`src/rtl/robber_pkg.sv`:
```
// Shared types and character helpers for the Rövarspråket stream codec.
// Classification treats only ASCII A-Z/a-z as letters.
package robber_pkg;

  typedef enum logic [2:0] {
    ST_IDLE     = 3'd0,
    ST_ENC_PASS = 3'd1,
    ST_ENC_FILL = 3'd2,
    ST_ENC_ECHO = 3'd3,
    ST_DEC_PASS = 3'd4,
    ST_DEC_FILL = 3'd5,
    ST_DEC_ECHO = 3'd6
  } state_t;

  localparam int NUM_VOWELS = 6;
  // Lower-case vowels; callers fold case before comparing.
  localparam logic [NUM_VOWELS*8-1:0] VOWEL_LIST = "aeiouy";

  localparam logic [7:0] CASE_MASK = 8'hDF;

  function automatic logic is_upper(input logic [7:0] c);
    return (c >= 8'h41) && (c <= 8'h5A);
  endfunction

  function automatic logic is_lower(input logic [7:0] c);
    return (c >= 8'h61) && (c <= 8'h7A);
  endfunction

  function automatic logic is_letter(input logic [7:0] c);
    return is_upper(c) || is_lower(c);
  endfunction

  function automatic logic [7:0] filler_for(input logic [7:0] c,
                                            input logic [7:0] filler,
                                            input logic       case_filler);
    return (case_filler && is_upper(c)) ? (filler & CASE_MASK) : filler;
  endfunction

endpackage

```
`src/rtl/robber_char_class.sv`:
```
// Combinational character classifier: letter / vowel / consonant / upper-case.
// Vowel test folds to lower case, so it is only meaningful for letters.
module robber_char_class
  import robber_pkg::*;
(
  input  logic [7:0] ch,
  output logic       is_letter,
  output logic       is_vowel,
  output logic       is_consonant,
  output logic       is_upper
);

  logic [7:0]            ch_lower;
  logic [NUM_VOWELS-1:0] vowel_hit;

  assign ch_lower = ch | 8'h20;

  for (genvar gi = 0; gi < NUM_VOWELS; gi++) begin : g_vowel
    assign vowel_hit[gi] = (ch_lower == VOWEL_LIST[gi*8 +: 8]);
  end

  assign is_letter    = robber_pkg::is_letter(ch);
  assign is_upper     = robber_pkg::is_upper(ch);
  assign is_vowel     = is_letter && (|vowel_hit);
  assign is_consonant = is_letter && !(|vowel_hit);

endmodule

```
`src/rtl/robber_stream_codec.sv`:
```
// Streaming Rövarspråket encoder/decoder with valid/ready on both sides,
// decode error detection with resynchronisation and a saturating error counter.
module robber_stream_codec
  import robber_pkg::*;
#(
  parameter logic [7:0] FILLER      = 8'h6F,
  parameter bit         CASE_FILLER = 1'b1,
  parameter int         ERR_WIDTH   = 16
) (
  input  logic                 clk,
  input  logic                 reset,
  input  logic                 init,
  input  logic                 encdec,
  input  logic [7:0]           s_data,
  input  logic                 s_valid,
  output logic                 s_ready,
  output logic [7:0]           m_data,
  output logic                 m_valid,
  input  logic                 m_ready,
  output logic                 busy,
  output logic                 err,
  output logic [ERR_WIDTH-1:0] err_count
);

  state_t               state_q, state_d;
  logic [7:0]           hold_q, hold_d;
  logic [7:0]           m_data_q, m_data_d;
  logic                 m_valid_q, m_valid_d;
  logic                 err_q, err_d;
  logic [ERR_WIDTH-1:0] err_count_q, err_count_d;

  logic       cls_letter, cls_vowel, cls_consonant, cls_upper;
  logic       out_free;
  logic       accept;
  logic [7:0] filler_hold;
  logic       pass_char;
  logic       flag_err;
  logic       unused_class;

  robber_char_class u_class (
    .ch          (s_data),
    .is_letter   (cls_letter),
    .is_vowel    (cls_vowel),
    .is_consonant(cls_consonant),
    .is_upper    (cls_upper)
  );

  // Only the consonant flag steers the FSM; the rest is kept for probing.
  assign unused_class = cls_letter ^ cls_vowel ^ cls_upper;

  assign out_free    = !m_valid_q || m_ready;
  assign filler_hold = filler_for(hold_q, FILLER, CASE_FILLER);

  always_comb begin
    s_ready = 1'b0;
    if (!init) begin
      case (state_q)
        ST_ENC_PASS,
        ST_DEC_PASS,
        ST_DEC_FILL,
        ST_DEC_ECHO: s_ready = out_free;
        default:     s_ready = 1'b0;
      endcase
    end
  end

  assign accept = s_valid && s_ready;

  always_comb begin
    state_d     = state_q;
    hold_d      = hold_q;
    m_data_d    = m_data_q;
    m_valid_d   = m_valid_q && !m_ready;
    err_d       = 1'b0;
    err_count_d = err_count_q;
    pass_char   = 1'b0;
    flag_err    = 1'b0;

    if (init) begin
      state_d     = encdec ? ST_ENC_PASS : ST_DEC_PASS;
      m_valid_d   = 1'b0;
      err_count_d = '0;
    end else begin
      case (state_q)
        ST_ENC_PASS: begin
          if (accept) begin
            m_data_d  = s_data;
            m_valid_d = 1'b1;
            if (cls_consonant) begin
              hold_d  = s_data;
              state_d = ST_ENC_FILL;
            end
          end
        end
        ST_ENC_FILL: begin
          if (out_free) begin
            m_data_d  = filler_hold;
            m_valid_d = 1'b1;
            state_d   = ST_ENC_ECHO;
          end
        end
        ST_ENC_ECHO: begin
          if (out_free) begin
            m_data_d  = hold_q;
            m_valid_d = 1'b1;
            state_d   = ST_ENC_PASS;
          end
        end
        ST_DEC_PASS: begin
          pass_char = accept;
        end
        ST_DEC_FILL: begin
          if (accept) begin
            if (s_data == filler_hold) begin
              state_d = ST_DEC_ECHO;
            end else begin
              flag_err  = 1'b1;
              pass_char = 1'b1;
            end
          end
        end
        ST_DEC_ECHO: begin
          if (accept) begin
            if (s_data == hold_q) begin
              state_d = ST_DEC_PASS;
            end else begin
              flag_err  = 1'b1;
              pass_char = 1'b1;
            end
          end
        end
        default: begin
          state_d = ST_IDLE;
        end
      endcase

      // A mismatching character restarts decoding as if seen in DEC_PASS.
      if (pass_char) begin
        m_data_d  = s_data;
        m_valid_d = 1'b1;
        if (cls_consonant) begin
          hold_d  = s_data;
          state_d = ST_DEC_FILL;
        end else begin
          state_d = ST_DEC_PASS;
        end
      end

      if (flag_err) begin
        err_d = 1'b1;
        if (!(&err_count_q)) begin
          err_count_d = err_count_q + {{(ERR_WIDTH-1){1'b0}}, 1'b1};
        end
      end
    end
  end

  always_ff @(posedge clk) begin
    if (reset) begin
      state_q     <= ST_IDLE;
      hold_q      <= 8'h00;
      m_data_q    <= 8'h00;
      m_valid_q   <= 1'b0;
      err_q       <= 1'b0;
      err_count_q <= '0;
    end else begin
      state_q     <= state_d;
      hold_q      <= hold_d;
      m_data_q    <= m_data_d;
      m_valid_q   <= m_valid_d;
      err_q       <= err_d;
      err_count_q <= err_count_d;
    end
  end

  assign m_data    = m_data_q;
  assign m_valid   = m_valid_q;
  assign err       = err_q;
  assign err_count = err_count_q;
  assign busy      = (state_q == ST_ENC_FILL) || (state_q == ST_ENC_ECHO) ||
                     (state_q == ST_DEC_FILL) || (state_q == ST_DEC_ECHO) ||
                     m_valid_q;

endmodule

```
`config.mk`:
```
export PLATFORM = sky130hd
export DESIGN_NAME = robber_stream_codec
export DESIGN_NICKNAME = d
export VERILOG_FILES = /design/src/rtl/robber_pkg.sv /design/src/rtl/robber_char_class.sv /design/src/rtl/robber_stream_codec.sv
export SDC_FILE = /design/constraint.sdc
export NUM_CORES = 1
export LEC_CHECK = 0
export BUFFER_PORTS_ARGS = -buffer_cell sky130_fd_sc_hd__buf_2
export CAP_MARGIN = 15
export CORE_ASPECT_RATIO = 1.5
export CORE_UTILIZATION = 55
export CTS_CLUSTER_DIAMETER = 100
export DETAILED_ROUTE_END_ITERATION = 16
export PLACE_DENSITY = 0.86
export SYNTH_ARGS = -nofsm -noshare
export SYNTH_HDL_FRONTEND = slang
export SYNTH_SLANG_ARGS = --single-unit
```
`constraint.sdc`:
```
create_clock -name clk -period 3 [get_ports clk]
set_clock_uncertainty 0.1 [all_clocks]
set_input_delay 0.6 -clock clk [delete_from_list [all_inputs] [get_ports clk]]
set_output_delay 0.6 -clock clk [all_outputs]
set_load 0.01 [all_outputs]
```
# After elaboration in Yosys (flattened, before gate mapping)
# Index checks and enable logic that the tools add are counted.
# word_totals
regBits	37
output_inout_bits	28
in_bits	14
elab_cells	104
# op_classes
n_lt_le_gt_ge	6
n_mux	39
bitwise	2
n_eq_ne	26
add_sub_neg	1
reduce_logical	24
# op_table
cell	count
$mux 8	9
$eq 7x6->1 const B	6
$mux 3	11
$ne 4x4->1 const B	8
$ge 8x7->1 const B	3
$le 8x7->1 const B	3
$pmux 8 s3	1
$pmux 3 s6	1
$add 16x1->16 const B	1
$reduce_and 16->1	1
$mux 1	13
$ne 3x3->1 const B	4
$eq 3x3->1 const B	3
$reduce_and 9->1	1
$eq 8x7->1	1
$eq 8x8->1	1
$eq 3x2->1 const B	2
$logic_and 1x1->1	6
$logic_or 1x1->1	6
$mux 6	1
$reduce_or 6->1	1
$reduce_and 5->1	1
$pmux 1 s2	2
$reduce_bool 4->1	1
7 further kinds	11

# Depth between registers and ports, before layout
# logic_depth
word_depth	10
depth_mapped	9
depth_no_buf	7

# Modules after synthesis
# Synthesis repeated with hierarchy kept, for this count alone.
# hier_totals
hier_cells	289
area_unflattened_um2	2304.7
# by_module_without_submodules
module	n_inst	seq_area_each_um2	area_per_inst_um2	cells_per_inst
robber_stream_codec	1	740.7	2160.8	269
robber_char_class	1	0.0	143.9	20

# Worst setup path after synthesis
# No wires, ideal clock.
# synth_path
path_kind	input to register
startpoint	input port s_data[3]
endpoint	register m_data_q[4], in the netlist m_data[4]
required_ns	2.779
t_arrival_ns	2.417
path_slack_ns	0.363
n_path_buf	1
stages	7
setup_time_ns	0.121
cell_sequence	buf_2 xor2_1 nor4_1 a211oi_1 a211o_2 o31ai_4 mux2_2
# synth_via
elab_chain_cells	7
word_cells_on_any_way	14
cone_classes	5 x eq/ne; 7 x mux; 2 x reduce/logical
# synth_lines
element	line	rtl
start, declared	robber_stream_codec.sv:14	input logic [7:0] s_data,
$eq 8x8->1 / $eq 8x7->1 (equally long branches)	robber_stream_codec.sv:124, robber_stream_codec.sv:114	
$mux 1 (on tied branches)	robber_stream_codec.sv:124, robber_stream_codec.sv:114	
$mux 1 (on tied branches)	robber_stream_codec.sv:123, robber_stream_codec.sv:113	
$pmux 1 s3 (*)	robber_stream_codec.sv:84	case (state_q)
$mux 1 (*)	robber_stream_codec.sv:79	if (init) begin
$ne 3x3->1 (no source line) / $reduce_bool 4->1 (equally long branches)	--	
$reduce_and 5->1 (no source line)	--	
end signal, assigned	robber_stream_codec.sv:169	m_data_q <= m_data_d;
end, declared	robber_stream_codec.sv:27	logic [7:0] m_data_q, m_data_d;
# Mark *: on every way between the ends. The rest lies on a longest branch, timed or not. The select of a mux whose other input is x is not followed.
# A chain may end at the register's enable or synchronous reset.

# Final worst setup path
# layout_path
startpoint	register hold_q[2]
endpoint	register m_data_q[1], in the netlist m_data[1]
# layout_via
elab_chain_cells	10
word_cells_on_any_way	18
cone_classes	2 x order compare; 5 x eq/ne; 8 x mux; 3 x reduce/logical
# layout_lines
element	line	rtl
start, declared	robber_stream_codec.sv:26	logic [7:0] hold_q, hold_d;
start signal, assigned	robber_stream_codec.sv:168	hold_q <= hold_d;
$ge 8x7->1 / $le 8x7->1 (equally long branches)	robber_pkg.sv:22	return (c >= 8'h41) && (c <= 8'h5A);
$logic_and 1x1->1	robber_pkg.sv:22	
$mux 6	robber_pkg.sv:36	return (case_filler && is_upper(c)) ? (filler & CASE_MASK) : filler;
$eq 8x7->1	robber_stream_codec.sv:114	if (s_data == filler_hold) begin
$mux 1	robber_stream_codec.sv:114	
$mux 1	robber_stream_codec.sv:113	if (accept) begin
$pmux 1 s3 (*)	robber_stream_codec.sv:84	
$mux 1 (*)	robber_stream_codec.sv:79	
$ne 3x3->1 (no source line) / $reduce_bool 4->1 (equally long branches)	--	
$reduce_and 5->1 (no source line)	--	
# Marks and branches as above.

==> reports/qor.txt <==
SYNTHESIS
--------------------------------------------------------------------------------------------
Share of flip-flops with an asynchronous set or reset after synthesis                     0%
Combinational family with the most area after synthesis                         simple AND/OR/NAND/NOR gates
Top cells by count, synth                                                       37 x dfxtp_1, 23 x a21oi_1, 21 x nand2b_1
Flip-flop and latch count after synthesis                                                 37
Mux contribution to synthesized area                                                   7.07%
Number of synthesized flops with an enable pin                                             0
Most area-consuming cells after synthesis                                       dfxtp_1 32%, nand2b_1 5.7%, mux2i_1 5.6%
Flip-flop cell with the highest count after synthesis                                dfxtp_1
Sequential share of the synthesized area                                               32.0%
Synthesized net count                                                                    302
Compound-cell area share of the yosys netlist                                          20.6%
Library cell with the highest instance count after synthesis                         dfxtp_1
Top cell type by total area after synthesis                                          dfxtp_1
Yosys warns                                                                                0
Average instance area after synthesis                                              8.07 um^2
Fraction of the mapped netlist area in adder cells                                    0.540%
XOR/XNOR share of the synthesized area                                                 3.40%
Basic-gate share of the synthesized area counting and, or, nand and nor cells          30.5%
Post-synth cell types                                                                     50
Synthesized instance count                                                               287
Area fraction of the dominant cell type after synthesis                                32.0%
Post-Synthesis Cell Area                                                        0.00232 mm^2

CTS
--------------------------------------------------------------------------------------------
Clock tree from TritonCTS                                                               done
Post-CTS setup buffer count                                                                0
Post-cts sizing count                                                                      0
Insertion delay to the later sink of the worst-skew pair                              290 ps
Root Driver                                                                         clkbuf_8
Clock Tree Buf Depth                                                                       2
Clock edge transition at the registers on the reported setup and hold paths            70 ps
Num CTS Buffers                                                                            5
Number of H-tree branching levels                                                          2
Num Clock Sinks                                                                           37
Hold_buf cts                                                                               0

FLOORPLANNING
--------------------------------------------------------------------------------------------
I/O pin count                                                                             42
Vertical die dimension                                                               81.5 um
Placeable core area                                                             0.00399 mm^2
Placement row count                                                                       28
Die Footprint                                                                   0.00448 mm^2
Initial core utilization                                                               58.0%
Chip width                                                                           55.0 um

GLOBAL ROUTE
--------------------------------------------------------------------------------------------
First-pass GRT wire length                                                           8560 um
Maximum number of pins on one net before global-route repair                              37
Total global routing overflow                                                              0
Antenna violations before repair                                                           0
Tot GR Track Use                                                                       26.0%
Via count of the first global-routing pass                                             1,993

WORST HOLD PATH
--------------------------------------------------------------------------------------------
Type of the worst min-delay path                                                  reg -> reg
Hold path cells                                                                            2
Worst min-delay path startpoint                                                    m_data[6]
Terminating pin of the worst hold path                                             m_data[6]

PLACE
--------------------------------------------------------------------------------------------
Input/output buffers                                                                      41
Last weighted congestion value of the routability-driven placer                        0.869
HPWL after detailed placement                                                        3960 um
Setup Slack @ Placement                                                               320 ps

STA
--------------------------------------------------------------------------------------------
Tcrit/Tclk final                                                                       84.0%
Setup_tns                                                                               0 ps
Relative slew slack                                                                    55.3%
Final count of negative-setup-slack endpoints                                              0
Setup WS post-layout                                                                  481 ps
Number of max-slew violations in the final report                                          0
Slew at the pin closest to its max-slew limit                                         671 ps
Setup repair after global routing missed its margin                                    false
Highest achievable clock rate                                                      0.397 GHz
Final min period                                                                     2520 ps
Hold Violations, Final                                                                     0

WORST SETUP PATH
--------------------------------------------------------------------------------------------
Worst Setup Path Type                                                             reg -> reg
Reg2Reg Launch Point                                                               hold_q[2]
Endpoint of the worst register-to-register path                                    m_data[1]
Number of cells traversed by the worst register-to-register path                           7
Kind of start point of the critical path                                           flip-flop
Worst setup slack for register-to-register paths                                      480 ps
Nature of the critical path endpoint                                               flip-flop
Critical path fanouts, max                                                                 6
Required time reported for the critical path endpoint                                3120 ps
Arrival time of data at the critical path endpoint                                   2640 ps

DRT
--------------------------------------------------------------------------------------------
Vias per Instance                                                                       6.23
DRC violations left                                                                        0
Initial DRT Pass Iterations                                                                4
Number of violations reported at the end of detailed-routing iteration 0                  86
Routed via count                                                                       2,248
Routed wirelength normalized by instance count                                       14.9 um
Total length of routed wires                                                         5400 um
Remaining number of nets flagged by the antenna check after routing                        0

PWR
--------------------------------------------------------------------------------------------
Total power per unit cell area                                                   363 mW/mm^2
Leak Pwr                                                                            0.987 nW
Largest voltage drop on the vdd net                                                 0.337 mV

CELLS AND AREA
--------------------------------------------------------------------------------------------
Final Net Count                                                                          332
Fillers                                                                                  374
Layout overhead on the synthesized area                                                11.1%
Layout cells sized above 1                                                             19.3%
Final antenna diode count                                                                  0

JOB
--------------------------------------------------------------------------------------------
Count of maximum capacitance violations                                                    0

RUN STATUS
--------------------------------------------------------------------------------------------
Outcome                                                                            completed

## metrics by stage
step	total power [mW]	hold slack, ps	cell area [um^2]	cells	utilization, %
2_1_floorplan	0.595	385	2320	287	-
3_3_place_gp	0.625	361	2500	355	62.6
3_5_place_dp	0.628	370	2500	355	62.6
6_report	0.934	380	2570	361	64.4
4_1_cts	0.942	382	2570	361	64.4
5_1_grt	0.971	404	2570	361	64.4
## flip-flops by register name, indices dropped and copies added, names as in the netlist
register and count:
err 1, hold_q 8, m_valid 1, state_q 3
m_data 8, err_count 16
## report_power, final
group	leakage [nW]	internal, mW	switching [mW]
clock network	0.0399	0.153	0.165
registers	0.299	0.497	0.00960
logic	0.649	0.0437	0.0666
## worst max path at each step
stage / from / end / slack [ps] / cells past startpoint
after CTS: hold_q[2] / m_data[1] / 470 / 7
after floorplan: s_data[3] / m_data[4] / 360 / 7
after global routing: state_q[0] / err_count[15] / 340 / 7
after detailed placement: s_data[6] / m_data[1] / 320 / 8
after global placement: s_data[6] / m_data[5] / 390 / 7
final: hold_q[2] / m_data[1] / 480 / 7
## cells by family (layout without fill, tap and decap cells)
| logic type | count (synthesis) | count (layout) |
|---|---|---|
| AOI/OAI and AO/OA | 67 | 67 |
| xor gates and xnor gates | 9 | 9 |
| adders and majority gates | 1 | 1 |
| buffers and inverters | 29 | 58 |
| DFF | 37 | 37 |
| muxes | 16 | 16 |
| and+or+nand+nor | 128 | 128 |
## layer usage
layer	GRT usage, %	routed length, um
met1	26.5	2180
met2	49.4	2920
met3	4.26	184
met4	10.8	111
met5	0	0
## critical path, cell delays in order (launching register included)
cell and delay [ps]:
dfxtp_1 470, nor4_1 90, a2111o_1 460, mux2i_1 170, a211o_2 420, o31ai_4 330
buf_4 210, mux2i_1 190
## layout by cell type (no fill, tap or decap), types with 2 or more instances in the layout
cell | synthesis | layout
a2111o_1 | 2 | 2
a21oi_1 | 23 | 23
a311o_1 | 5 | 5
and2_1 | 3 | 3
and2b_1 | 2 | 2
and3_1 | 3 | 3
and4_1 | 2 | 2
buf_2 | 6 | 41
buf_4 | 1 | 3
clkbuf_8 | 0 | 5
dfxtp_1 | 37 | 37
inv_1 | 8 | 8
mux2_2 | 3 | 3
mux2i_1 | 13 | 13
nand2_1 | 19 | 19
nand2b_1 | 21 | 21
nand3_1 | 9 | 9
nand4_1 | 6 | 6
nor2_1 | 20 | 20
nor2b_1 | 5 | 5
nor3_1 | 11 | 11
nor3b_1 | 2 | 2
nor4_1 | 7 | 7
o21ai_0 | 9 | 9
o31ai_1 | 13 | 13
or3_1 | 3 | 3
or4_1 | 12 | 12
xor2_1 | 8 | 8
## layout make-up
class                      instances  area (um^2)  share of cell area, %
clock inverter                     1         5.00                  0.194
sequential                        37          741                   28.8
tap                               45         56.3                   2.19
clock buffer                       5         68.8                   2.67
timing repair buffer              44          228                   8.85
multi-input combinational        221         1450                   56.1
inverter                           8         30.0                   1.17
Power figures use the tool's default switching activity.
